[src/rtl/riscv_pkg.sv]
// Shared RISC-V pipeline definitions: datapath width, canonical NOP and fetch queue entry.
package riscv_pkg;
    localparam int XLEN = 32;
    localparam logic [XLEN-1:0] NOP_INSTR        = 32'h0000_0013;
    localparam logic [XLEN-1:0] RESET_PC_DEFAULT = 32'h0000_0000;

    typedef struct packed {
        logic [XLEN-1:0] instr;
        logic [XLEN-1:0] pc;
        logic [XLEN-1:0] pc4;
    } fetch_entry_t;
endpackage

[src/rtl/if_stage_if.sv]
// Instruction-memory read handshake: request/ready out, in-order rvalid/rdata back.
interface if_stage_if;
    import riscv_pkg::*;

    logic            imem_req;
    logic [XLEN-1:0] imem_addr;
    logic            imem_ready;
    logic            imem_rvalid;
    logic [XLEN-1:0] imem_rdata;

    modport master (output imem_req, imem_addr, input imem_ready, imem_rvalid, imem_rdata);
    modport slave  (input imem_req, imem_addr, output imem_ready, imem_rvalid, imem_rdata);
endinterface

[src/rtl/fetch_fifo.sv]
// Small synchronous FIFO with flush and occupancy count; flush wins over a same-cycle push.
module fetch_fifo #(
    parameter int WIDTH = 32,
    parameter int DEPTH = 2
) (
    input  logic                       clk,
    input  logic                       rst,
    input  logic                       flush,
    input  logic                       push,
    input  logic [WIDTH-1:0]           din,
    input  logic                       pop,
    output logic [WIDTH-1:0]           dout,
    output logic [$clog2(DEPTH+1)-1:0] count,
    output logic                       full,
    output logic                       empty
);
    localparam int CW = $clog2(DEPTH + 1);
    localparam int PW = (DEPTH > 1) ? $clog2(DEPTH) : 1;

    logic [WIDTH-1:0] mem [DEPTH];
    logic [PW-1:0]    rd_ptr, wr_ptr;
    logic             do_push, do_pop;

    function automatic logic [PW-1:0] inc(input logic [PW-1:0] p);
        return (p == PW'(DEPTH - 1)) ? '0 : p + PW'(1);
    endfunction

    assign full    = (count == CW'(DEPTH));
    assign empty   = (count == '0);
    assign do_push = push && !full;
    assign do_pop  = pop && !empty;
    assign dout    = mem[rd_ptr];

    always_ff @(posedge clk) begin
        if (rst || flush) begin
            rd_ptr <= '0;
            wr_ptr <= '0;
            count  <= '0;
        end else begin
            if (do_push) wr_ptr <= inc(wr_ptr);
            if (do_pop)  rd_ptr <= inc(rd_ptr);
            count <= count + CW'(do_push) - CW'(do_pop);
        end
    end

    always_ff @(posedge clk) begin
        if (do_push) mem[wr_ptr] <= din;
    end
endmodule

[src/rtl/if_stage.sv]
// Instruction fetch: owns the PC, issues credit-limited imem reads, queues returned words
// with their PC/PC+4, and presents the queue head to IF/ID.
module if_stage
    import riscv_pkg::*;
#(
    parameter logic [XLEN-1:0] RESET_PC = RESET_PC_DEFAULT,
    parameter int              DEPTH    = 2
) (
    input  logic            clk,
    input  logic            rst,
    input  logic            hazard_detection,
    input  logic            NextPCSrc,
    input  logic [XLEN-1:0] branch_target,
    if_stage_if.master      imem,
    output logic            fetch_valid,
    output logic [XLEN-1:0] instruction_out,
    output logic [XLEN-1:0] pc_out,
    output logic [XLEN-1:0] sum_out
);
    localparam int CW = $clog2(DEPTH + 1);

    logic [XLEN-1:0] fetch_pc, tag_pc;
    logic [CW-1:0]   inflight, discard_cnt, q_count, tag_count;
    logic            q_empty, q_full, tag_full, tag_empty;
    logic            accept, rsp, keep, pop;
    fetch_entry_t    q_din, q_head;
    logic            fifo_unused;

    assign pop = fetch_valid && !hazard_detection && !NextPCSrc;
    // The head leaving this cycle frees its slot now, so zero-wait memory sustains one fetch per cycle.
    assign imem.imem_req  = !NextPCSrc && ((int'(q_count) + int'(inflight) - int'(pop)) < DEPTH);
    assign imem.imem_addr = fetch_pc;
    assign accept = imem.imem_req && imem.imem_ready;
    // A response with nothing outstanding is a protocol error and is ignored.
    assign rsp    = imem.imem_rvalid && (inflight != '0);
    assign keep   = rsp && (discard_cnt == '0) && !NextPCSrc;
    assign q_din  = '{instr: imem.imem_rdata, pc: tag_pc, pc4: tag_pc + 32'd4};

    fetch_fifo #(.WIDTH(XLEN), .DEPTH(DEPTH)) u_tag_fifo (
        .clk(clk), .rst(rst), .flush(1'b0),
        .push(accept), .din(fetch_pc), .pop(rsp), .dout(tag_pc),
        .count(tag_count), .full(tag_full), .empty(tag_empty)
    );

    fetch_fifo #(.WIDTH($bits(fetch_entry_t)), .DEPTH(DEPTH)) u_inst_q (
        .clk(clk), .rst(rst), .flush(NextPCSrc),
        .push(keep), .din(q_din), .pop(pop), .dout(q_head),
        .count(q_count), .full(q_full), .empty(q_empty)
    );

    assign fifo_unused = &{1'b0, tag_count, tag_full, tag_empty, q_full};

    always_ff @(posedge clk) begin
        if (rst) begin
            fetch_pc    <= RESET_PC;
            inflight    <= '0;
            discard_cnt <= '0;
        end else begin
            inflight <= inflight + CW'(accept) - CW'(rsp);
            if (NextPCSrc) begin
                fetch_pc    <= {branch_target[XLEN-1:2], 2'b00};
                discard_cnt <= inflight - CW'(rsp);
            end else begin
                if (accept) fetch_pc <= fetch_pc + 32'd4;
                if (rsp && discard_cnt != '0) discard_cnt <= discard_cnt - CW'(1);
            end
        end
    end

    assign fetch_valid     = !q_empty;
    assign instruction_out = fetch_valid ? q_head.instr : NOP_INSTR;
    assign pc_out          = fetch_valid ? q_head.pc    : '0;
    assign sum_out         = fetch_valid ? q_head.pc4   : '0;
endmodule

[src/flat_wrapper.sv]
// flat-port wrapper written by rule: the top's interface ports become plain ports
module if_stage_flat import riscv_pkg::*;
#(
    parameter logic [XLEN-1:0] RESET_PC = RESET_PC_DEFAULT,
    parameter int              DEPTH    = 2
)
  (clk, rst, hazard_detection, NextPCSrc, branch_target, fetch_valid, instruction_out, pc_out, sum_out, imem_imem_req, imem_imem_addr, imem_imem_ready, imem_imem_rvalid, imem_imem_rdata);
  if_stage_if imem_i ();
  input  logic clk;
  input  logic rst;
  input  logic hazard_detection;
  input  logic NextPCSrc;
  input  logic [XLEN-1:0] branch_target;
  output logic fetch_valid;
  output logic [XLEN-1:0] instruction_out;
  output logic [XLEN-1:0] pc_out;
  output logic [XLEN-1:0] sum_out;
  output wire logic [$bits(imem_i.imem_req)-1:0] imem_imem_req;
  output wire logic [$bits(imem_i.imem_addr)-1:0] imem_imem_addr;
  input wire logic [$bits(imem_i.imem_ready)-1:0] imem_imem_ready;
  input wire logic [$bits(imem_i.imem_rvalid)-1:0] imem_imem_rvalid;
  input wire logic [$bits(imem_i.imem_rdata)-1:0] imem_imem_rdata;
  assign imem_imem_req = imem_i.imem_req;
  assign imem_imem_addr = imem_i.imem_addr;
  assign imem_i.imem_ready = imem_imem_ready;
  assign imem_i.imem_rvalid = imem_imem_rvalid;
  assign imem_i.imem_rdata = imem_imem_rdata;
  if_stage #(.RESET_PC(RESET_PC), .DEPTH(DEPTH)) u_core (.clk(clk), .rst(rst), .hazard_detection(hazard_detection), .NextPCSrc(NextPCSrc), .branch_target(branch_target), .imem(imem_i), .fetch_valid(fetch_valid), .instruction_out(instruction_out), .pc_out(pc_out), .sum_out(sum_out));
endmodule
[config.mk]
export PLATFORM = sky130hd
export DESIGN_NAME = if_stage_flat
export DESIGN_NICKNAME = d
export VERILOG_FILES = /design/src/rtl/riscv_pkg.sv /design/src/rtl/if_stage_if.sv /design/src/rtl/fetch_fifo.sv /design/src/rtl/if_stage.sv /design/src/flat_wrapper.sv
export SDC_FILE = /design/constraint.sdc
export NUM_CORES = 1
export LEC_CHECK = 0
export BUFFER_PORTS_ARGS = -buffer_cell sky130_fd_sc_hd__clkbuf_2
export CAP_MARGIN = 25
export CORE_MARGIN = 2
export CORE_UTILIZATION = 55
export CTS_BUF_LIST = sky130_fd_sc_hd__clkbuf_2
export DETAILED_ROUTE_END_ITERATION = 7
export PLACE_DENSITY = 0.79
export REMOVE_ABC_BUFFERS = 1
export SKIP_CTS_REPAIR_TIMING = 1
export SYNTH_ARGS = -nofsm -noshare
export SYNTH_HDL_FRONTEND = slang
export SYNTH_HIERARCHICAL = 1
export SYNTH_SLANG_ARGS = --single-unit
[constraint.sdc]
create_clock -name clk -period 7.3 [get_ports clk]
set_input_delay 0.365 -clock clk [delete_from_list [all_inputs] [get_ports clk]]
set_output_delay 0.365 -clock clk [all_outputs]
set_load 0.05 [all_outputs]
Word-level counts from Yosys, hierarchy flattened --
Memories as Yosys holds them, arrays and structs flattened. A register that Yosys moved wholly into a read port is not among the register bits. Index checks and enable logic that the tools add are counted.
Word-level totals: output and inout bits 130, input port bits 70, ROM bits 0, latch bits 0, register bits 44, memories kept 2, bits in writable memories 256, word-level logic and storage cells 77
Cells by class: shift operators 0, mux-type cells 19, divide/modulo/power cells 0, multipliers 0, eq/ne operators 2, bitwise operators 0, add/subtract/negate cells 16, order comparisons 1, reduce and logical (&&, ||, !) cells 27
Memory list:
- u_core.u_inst_q.mem | words 2, width 96, rd ports 1, clocked after Yosys merged registers in 1, write ports 1, RTL line fetch_fifo.sv:20 | logic [WIDTH-1:0] mem [DEPTH];
- u_core.u_tag_fifo.mem | words 2, width 32, rd ports 1, clocked after Yosys merged registers in 1, write ports 1, RTL line fetch_fifo.sv:20
Operator list (number):
- 32-bit two-way mux | 5
- 32-bit by 3-bit adder with 32-bit output, second input constant | 2
- 32-bit by 3-bit < comparator with 1-bit output, second input constant | 1
- 32-bit by 2-bit subtractor with 32-bit output | 1
- 1-bit logical AND | 12
- 1-bit two-way mux | 12
- 2-bit nonzero test | 4
- 2-bit by 1-bit subtractor with 2-bit output | 4
- 2-bit by 1-bit adder with 2-bit output | 3
- 1-bit zero test | 6
- 2-bit zero test | 3
- 1-bit adder, second input constant | 4
- 2-bit == test, second input constant | 2
- 2-bit two-way mux | 2
- 2-bit by 2-bit adder with 3-bit output | 1
- 2-bit OR reduction | 1
- 2-bit by 1-bit subtractor with 2-bit output, second input constant | 1
- 1-bit logical OR | 1

Logic depth before layout (Yosys ltp) --
Gate-level depths: netlist of run 1.
depth after elaboration 11, gate-level depth with buffers 16, mapped depth without buffers 15

Modules after synthesis --
The synthesis of run 1 kept the hierarchy.
Modules (own cells, without submodules):
- fetch_fifo at u_core.u_inst_q | times used 1, cells an instance 326, seq. area each 5865.6 µm², area each 7365.8 µm²
- if_stage | times used 1, cells an instance 464, seq. area each 680.7 µm², area each 3382.0 µm²
- fetch_fifo at u_core.u_tag_fifo | times used 1, cells an instance 127, seq. area each 2021.9 µm², area each 2560.0 µm²

Least setup slack after synthesis of run 1 --
OpenSTA, ideal clock, no wires.
path kind input to register, start point input port NextPCSrc, end point memory u_core/u_inst_q/mem[0][0] (netlist name) (enable), stages 6, path slack 1473 ps, library setup time 551 ps, arrival time 5276 ps, path buffers 2, required time 6749 ps, path through inv_1 -> clkbuf_1 -> clkbuf_1 -> and3_1 -> nand2_1 -> nor2_1
Between the ends: word-level cells in the longest chain between the ends 5
Ends and longest elaborated chain:
- start: declaration | RTL line flat_wrapper.sv:12 | input logic NextPCSrc;
- 1-bit zero test | RTL line if_stage.sv:36 | assign keep = rsp && (discard_cnt == '0) && !NextPCSrc;
- 1-bit logical AND | RTL line if_stage.sv:36
- via u_core.keep | RTL line if_stage.sv:25 | logic accept, rsp, keep, pop;
- 1-bit logical AND | RTL line fetch_fifo.sv:30 | assign do_push = push && !full;
- 1-bit two-way mux | RTL line fetch_fifo.sv:47 | if (do_push) mem[wr_ptr] <= din;
- 1-bit two-way mux (implied by the code) | RTL line fetch_fifo.sv:47
- end: declaration | RTL line fetch_fifo.sv:20
The timed path passes the listed nets, and every way through them passes these cells.

Worst setup path after layout of run 1 --
start point register u_core.u_inst_q.count[1], end point output port imem_imem_req
Between the ends: word-level cells in the longest chain between the ends 7, elaborated cells between the ends (all ways) 8, those cells by class add/sub (2); order compare (1); reduce/logical (5)
Ends and longest elaborated chain:
- start: declaration | RTL line fetch_fifo.sv:13 | output logic [$clog2(DEPTH+1)-1:0] count,
- start signal: assignment | RTL line fetch_fifo.sv:42 | count <= count + CW'(do_push) - CW'(do_pop);
- 2-bit zero test | RTL line fetch_fifo.sv:29 | assign empty = (count == '0);
- via u_core.q_empty | RTL line if_stage.sv:24 | logic q_empty, q_full, tag_full, tag_empty;
- 1-bit zero test | RTL line if_stage.sv:70 | assign fetch_valid = !q_empty;
- 1-bit logical AND (2 in series) | RTL line if_stage.sv:29 | assign pop = fetch_valid && !hazard_detection && !NextPCSrc;
- via u_core.pop | RTL line if_stage.sv:25
- 32-bit by 2-bit subtractor with 32-bit output | RTL line if_stage.sv:31 | assign imem.imem_req = !NextPCSrc && ((int'(q_count) + int'(inflight) - int'(pop)) < DEPTH);
- 32-bit by 3-bit < comparator with 1-bit output | RTL line if_stage.sv:31
- 1-bit logical AND | RTL line if_stage.sv:31
- end: declaration | RTL line flat_wrapper.sv:18 | output wire logic [$bits(imem_i.imem_req)-1:0] imem_imem_req;
The timed path passes the listed nets, and every way through them passes these cells.

==> run metrics, run 1 <==
status=completed; final number of setup-violating endpoints=0; CTS Buf Count=76; Final min period=4060 ps; Fmax=246 MHz; CP max FO=13; Area Growth Syn to Fin=19.2%; row count=56; area post-placement=0.0145 sq mm; drt total wl=27800 um; DR iter-0 viols=598; Setup crit start kind=flip-flop; largest net degree at the start of global routing=98; worst-skew pair later-pin latency=820 ps; RSZ-0062 raised after global routing=no; wire length per cell=17.4 um; max_cap viols=0; Synth Cell Area=0.0133 sq mm; Pre-antenna DRT Iters=6; first-pass GRT wire length=42500 um; I/O pins=200; width of the chip=159 um; layout cells sized above 1=34.4%; CTS tree=built; Warnings, synthesis=6; relative slew slack=29.8%; Total GRT Usage=21.1%; Core Area=0.0236 sq mm; Arrival @ worst endpoint=3690 ps; total power draw=3.89 mW; Die Ht=159 um; worst ir drop on vdd=0.139 mV; cells after synthesis=914; initial antenna violation count=1; routability cong.=0.885; finished layout cell area=0.0158 sq mm; final net count=1311; Leakage=6.01 nW; initial core utilization=56.3%; Setup CP Type=reg2out; port bufs=195; Final Cycle Share=55.6%; Worst Hold Class=in2reg; Final Hold Fails=0; Vias=8474; PD cells=245 mW/mm^2; setup TNS=0 ps; Worst Tran Pin Value=1040 ps; required time of the critical path=6930 ps; clk buf depth=3; final antenna-violating net count=0; DP HPWL=17000 um; CTS H-tree depth=3; clk slew on worst S/H paths=100 ps; DRC Markers=0; fin. max-slew vios=0; clock sink count=300; grt total ovfl=0; clock root buffer=clkbuf_2; vias per cell=5.30; clock skew=53.3 ps; CP endpoint kind=output pin; vias in the first global route=8176; syn_area_per_cell=14.5 sq um; die area=0.0254 sq mm
[placed cells by master, fill, tap and decap left out, types with 25 or more instances in the layout]
cell type / n
mux2_1: 30
nor2b_1: 96
clkbuf_2: 312
mux2_2: 58
inv_1: 27
mux2_4: 40
edfxtp_1: 256
nor2_1: 28
xor2_1: 25
dfxtp_1: 43
xnor2_1: 29
dlygate4sd3_1: 63
nand2_1: 38
nand3_1: 27
[layer usage]
| metal | track usage [%] | wire [um] | up-vias |
|---|---|---|---|
| met2 | 36.0 | 13800 | 335 |
| met3 | 5.70 | 1890 | 50 |
| met1 | 25.3 | 11400 | 4046 |
| li1 | - | - | 4043 |
| met5 | 0 | 0 | - |
| met4 | 8.97 | 649 | 0 |
[final timing paths]
check                               endpoint                       start  slack [ps]  cells past startpoint
setup / recovery               imem_imem_req    u_core/u_inst_q/count[1]        3240                      9
hold / removal        u_core/u_inst_q/rd_ptr            hazard_detection          90                      5
setup reg to reg  u_core/u_tag_fifo/count[1]    u_core/u_inst_q/count[1]        3420                     15
hold reg to reg   u_core/u_tag_fifo/count[1]  u_core/u_tag_fifo/count[1]         500                      2
[critical path, stage by stage, from the launching register on]
cell      delay [ps]
dfxtp_1          460
nor2_4            60
nor3_1           270
ha_1             300
nand2b_1         160
fa_1             380
xor2_1           250
a32o_1           540
and2_1           200
clkbuf_2         270
[sequential cells by signal (all words and copies together) (netlist names), named ones only]
name and count:
u_core/u_inst_q/count 2, u_core/imem.imem_addr 30, u_core/discard_cnt 2, u_core/u_inst_q/wr_ptr 1
u_core/u_inst_q/mem 192, u_core/inflight 2, u_core/u_tag_fifo/mem 64, u_core/u_tag_fifo/count 2
u_core/u_inst_q/rd_ptr 1, u_core/u_tag_fifo/rd_ptr 1, u_core/u_tag_fifo/wr_ptr 1
[final cells by class]
cell class              instances  area, sq um
diodes                          1         2.50
clock buffers                 117          586
clock inverters                13         76.3
fillers                      1708         7770
inverters                      27          101
multi-input cells             555         4410
flip-flops and latches        300         8570
well taps                     319          399
repair buffers                267         1690
[metrics by stage]
| stage | cells | util [%] | worst slack, ps | hold slack [ps] |
|---|---|---|---|---|
| after floorplan | 882 | - | 415 | 434 |
| after global placement | 1404 | 61.5 | 3310 | 479 |
| after global routing | 1599 | 67.1 | 2850 | 44.0 |
| final | 1599 | 67.1 | 3240 | 94.4 |
| after detailed placement | 1404 | 61.5 | 3160 | 482 |
| after CTS | 1534 | 64.3 | 3160 | -359 |
[power by group]
part / switching (mW) / leakage, nW / internal [mW] / total, mW
combinational: 0.469 / 2.78 / 0.235 / 0.705
sequential: 0.0552 / 2.70 / 2.04 / 2.10
clock: 0.634 / 0.532 / 0.454 / 1.09
No activity file was read; power rests on OpenSTA's default activity.
==> run 2: changes to the inputs <==
==> constraint.sdc (replaced) <==
create_clock -name clk -period 4.15 [get_ports clk]
set_input_delay 0.2075 -clock clk [delete_from_list [all_inputs] [get_ports clk]]
set_output_delay 0.2075 -clock clk [all_outputs]
set_load 0.05 [all_outputs]
==> run 2 against run 1 <==
  * Utilization is 0.83 points higher
  * Wire length is 0.50% higher
  * Via count is 0.15% higher
  * Power is 76% higher
  * Sequential power is 76% higher
  * Setup slack worse by 2900 ps
  * Hold slack worse by 57 ps
  * Combinational power is 82% higher
  * Clock skew is 50 ps higher
  * Critical path type unchanged
==> run metrics, run 2 (synthesized netlist as in run 1, its figures left out) <==
CP Cell Sequence=nor2_4 -> nor3_1 -> ha_1 -> nand2b_1 -> fa_1 -> xor2_1 -> a32o_2 -> and2_1 -> clkbuf_2; port bufs=195; pre-CTS WS=687 ps; relative slew slack=36.0%; final core utilization=67.9%; Min-Delay Startpoint=imem_imem_ready; Seq pwr share=53.8%; commonest non-fill, non-tap cell in the layout=clkbuf_2; fin cells=1614; clk buf depth=3; Die Ht=159 um; Worst Slack Setup Final=302 ps; Setup CP Type=reg2out; I/O pins=200; row count=56; Pre-antenna DRT Iters=7; most frequent cells in the layout=308 x clkbuf_2, 256 x edfxtp_1, 96 x nor2b_1; Worst Tran Pin Value=960 ps; RSZ-0062 raised after global routing=no; DP HPWL=16900 um; max_cap viols=0; clock skew=103 ps; DRC Markers=0; Core Area=0.0236 sq mm; met1 GRT Util=24.7%; Comb pwr share=18.7%; Leakage=6.07 nW; CP max FO=13; first-pass GRT wire length=42100 um; Clk pwr share=27.5%; CP endpoint kind=output pin; final antenna-violating net count=0; Area Growth Syn to Fin=20.6%; width of the chip=159 um; CP Buf/Inv Count=1; Worst Hold Class=in2reg; vias per cell=5.26; P_sw=2.04 mW; required time of the critical path=3940 ps; DR iter-0 viols=484; Vias=8487; FF-to-FF path depth=11; Hold WS=37.6 ps; Arrival @ worst endpoint=3640 ps; vias in the first global route=8247; setup TNS=0 ps; Switching Fraction=29.8%; Largest register FFs=192; clock root buffer=clkbuf_2; CP max stage delay=480 ps; clk slew on worst S/H paths=90 ps; final net count=1327; Final min period=3850 ps; wire length per cell=17.3 um; RR Endpoint=u_core/imem.imem_addr[16]; Final Cycle Share=92.7%; reg-to-reg slack, setup=420 ps; CTS Buf Count=75; routability cong.=0.872; placed insts=1408; fin. max-slew vios=0; met2 Use GR=36.0%; largest net degree at the start of global routing=98; Slowest-stage cell, CP=dfxtp_1; largest reg by FF count=u_core/u_inst_q/mem; cell family with most CP delay=simple AND/OR/NAND/NOR gates; final number of setup-violating endpoints=0; grt met3 use=4.77%; layout cells sized above 1=34.0%; CTS tree=built; Worst R2R Start=u_core/u_inst_q/count[1]; Final Hold Fails=0; grt peak-use layer=met2; worst ir drop on vdd=0.301 mV; grt total ovfl=0; worst-skew pair later-pin latency=840 ps; CTS H-tree depth=3; Crit. path cell count=9; initial core utilization=56.3%; finished layout cell area=0.0160 sq mm; PD cells=427 mW/mm^2; clock sink count=300; drt total wl=28000 um; Total GRT Usage=20.9%; status=completed; CP Capture Point=imem_imem_req; Fmax=260 MHz; Setup crit start kind=flip-flop; Setup crit start=u_core/u_inst_q/count[1]; die area=0.0254 sq mm; area post-placement=0.0146 sq mm; initial antenna violation count=1; total power draw=6.85 mW; P_int=4.81 mW
-- run 2: cell types whose count changed in the layout (fill, tap and decap cells not counted), sizes merged --
cell	delta
dlygate4sd3	+13
clkinv	+3
inv	-2
buf	+4
clkinvlp	+1
clkbuf	-4
-- run 2: worst min-delay path by stage --
stage	slack [ps]	cells past startpoint	endpoint
2_1_floorplan	280	1	u_core/discard_cnt[1]
3_3_place_gp	400	1	u_core/u_inst_q/mem[1][76]
3_5_place_dp	400	1	u_core/u_inst_q/mem[1][66]
4_1_cts	-530	1	u_core/u_inst_q/mem[1][66]
5_1_grt	10	4	u_core/imem.imem_addr[8]
6_report	40	4	u_core/imem.imem_addr[8]
-- run 2: cell type report --
| cell class | instances | area [sq um] |
|---|---|---|
| diodes | 1 | 2.50 |
| fillers | 1749 | 7570 |
| inverters | 27 | 101 |
| well taps | 319 | 399 |
| repair buffers | 284 | 1900 |
| flip-flops and latches | 300 | 8570 |
| multi-input cells | 555 | 4410 |
| clock inverters | 15 | 87.6 |
| clock buffers | 113 | 566 |
-- run 2: layer usage --
layer / wire (um) / part of all wire [%]
met5: 0 / 0
met4: 798 / 2.9
met3: 1480 / 5.3
met2: 14300 / 51
met1: 11400 / 41
-- run 2: power by group through the flow --
stage          combinational, mW  clock (mW)  sequential, mW
4_1_cts                     1.20        1.96            3.69
3_3_place_gp                1.17           0            3.74
5_1_grt                     1.39        2.09            3.71
6_report                    1.28        1.88            3.69
2_1_floorplan              0.768           0            3.83
3_5_place_dp                1.20           0            3.75
-- run 2: tightest hold or removal path: stages --
cell and delay (ps):
clkbuf_2 230, nand4_1 150, xor2_1 160, a211oi_1 80
==> run 3: changes to the inputs <==
--- a/config.mk
+++ b/config.mk
@@ -7,6 +7,7 @@
 export LEC_CHECK = 0
 export BUFFER_PORTS_ARGS = -buffer_cell sky130_fd_sc_hd__clkbuf_2
 export CAP_MARGIN = 25
+export CORE_ASPECT_RATIO = 1.4
 export CORE_MARGIN = 2
 export CORE_UTILIZATION = 55
 export CTS_BUF_LIST = sky130_fd_sc_hd__clkbuf_2
==> run 3 against run 2 <==
  * Clock skew fell by 60 ps
  * Die area about the same
  * Global-route usage fell by 0.28 points
  * Cell count decreased by 1.2%
  * Sequential share of layout area grew 0.39 points
  * Design area fell by 0.73%
  * Flip-flop and latch count unchanged
  * Via count barely moved
  * Register-to-register slack gained 160 ps
  * Clock-buffer cell count is 10 lower
  * Critical endpoint unchanged
  * Largest cell class unchanged
==> run metrics, run 3 (synthesized netlist as in run 1, its figures left out) <==
required time of the critical path=3940 ps; CP Cell Sequence=nor2_4 -> nor3_1 -> ha_1 -> nand2b_1 -> fa_1 -> xor2_1 -> a32o_1 -> buf_4 -> and2_1 -> clkbuf_2; initial core utilization=55.7%; grt total ovfl=0; Worst Hold Class=in2reg; CTS Buf Count=68; grt met3 use=4.49%; status=completed; largest net degree at the start of global routing=98; Switching Fraction=29.7%; Setup CP Type=reg2out; Largest register FFs=192; wire length per cell=17.2 um; Slowest-stage cell, CP=dfxtp_1; placed insts=1403; CP endpoint kind=output pin; PD cells=419 mW/mm^2; Leakage=6.02 nW; largest reg by FF count=u_core/u_inst_q/mem; Pre-antenna DRT Iters=5; row count=67; routability cong.=0.880; Fmax=273 MHz; DRC Markers=0; vias per cell=5.33; Worst Tran Pin Value=1050 ps; clk buf depth=3; clock skew=43.4 ps; Final Cycle Share=88.3%; vias in the first global route=8166; DP HPWL=17300 um; clock root buffer=clkbuf_2; port bufs=195; relative slew slack=29.3%; P_sw=1.98 mW; Setup crit start kind=flip-flop; Total GRT Usage=20.6%; Final Hold Fails=0; fin cells=1595; Area Growth Syn to Fin=19.7%; I/O pins=200; worst-skew pair later-pin latency=800 ps; RSZ-0062 raised after global routing=no; first-pass GRT wire length=40900 um; P_int=4.69 mW; DR iter-0 viols=535; CP max stage delay=480 ps; Core Area=0.0239 sq mm; total power draw=6.68 mW; met2 Use GR=36.1%; Arrival @ worst endpoint=3460 ps; final antenna-violating net count=0; drt total wl=27400 um; width of the chip=135 um; layout cells sized above 1=33.4%; area post-placement=0.0146 sq mm; met1 GRT Util=24.5%; most frequent cells in the layout=298 x clkbuf_2, 256 x edfxtp_1, 96 x nor2b_1; Clk pwr share=25.6%; Vias=8495; clock sink count=300; Seq pwr share=55.2%; commonest non-fill, non-tap cell in the layout=clkbuf_2; final net count=1321; initial antenna violation count=1; grt peak-use layer=met2; worst ir drop on vdd=0.310 mV; Final min period=3670 ps; final number of setup-violating endpoints=0; CP max FO=13; finished layout cell area=0.0159 sq mm; Die Ht=188 um; Fill cells=1766; Comb pwr share=19.2%; fin. max-slew vios=0; die area=0.0255 sq mm; clk slew on worst S/H paths=120 ps; max_cap viols=0; CTS tree=built; CTS H-tree depth=3
-- run 3: layout make-up --
class	instances	area, sq um	share of cell area [%]
clock buffers	103	515	3.24
clock inverters	14	55.1	0.346
flip-flops and latches	300	8570	53.8
well taps	310	388	2.44
multi-input cells	555	4410	27.7
diodes	1	2.50	0.0157
inverters	27	101	0.637
repair buffers	285	1870	11.8
-- run 3: worst max-delay path: cells and delay by family, from the launching register on --
| family | cells | cell delay (ps) |
|---|---|---|
| compound gates | 1 | 170 |
| fa+ha+maj | 2 | 660 |
| xor+xnor | 1 | 270 |
| buf+inv | 2 | 460 |
| flops | 1 | 480 |
| simple gates | 4 | 630 |
-- run 3: path summary, 6_finish.rpt --
path | startpoint | endpoint | slack (ps) | depth (start not counted)
worst min register to register | u_core/u_tag_fifo/count[1] | u_core/u_tag_fifo/count[1] | 520 | 2
worst min-delay path | imem_imem_ready | u_core/imem.imem_addr[2] | 50 | 4
worst max register to register | u_core/u_inst_q/count[1] | u_core/imem.imem_addr[24] | 580 | 11
worst max-delay path | u_core/u_inst_q/count[1] | imem_imem_req | 480 | 10
-- run 3: per-stage QoR --
step	hold slack (ps)	util, %	setup WS [ps]	setup TNS (ps)
final	52.7	66.6	485	0
after CTS	-506	63.5	372	0
after detailed placement	401	61.1	653	0
after global routing	-3.67	66.6	250	0
after global placement	397	61.1	824	0
after floorplan	277	-	-2740	-391710
-- run 3: routing by layer --
layer  routed length, um  vias to the layer above
li1                    -                     4060
met1               10800                     4082
met2               14400                      304
met3                1570                       49
met4                 638                        0
met5                   0                        -
-- run 3: power groups by stage --
stage | clock network [mW] | logic [mW] | registers (mW)
6_report | 1.71 | 1.28 | 3.69
2_1_floorplan | 0 | 0.768 | 3.83
4_1_cts | 1.78 | 1.22 | 3.69
5_1_grt | 1.92 | 1.38 | 3.71
3_5_place_dp | 0 | 1.21 | 3.76
3_3_place_gp | 0 | 1.18 | 3.74
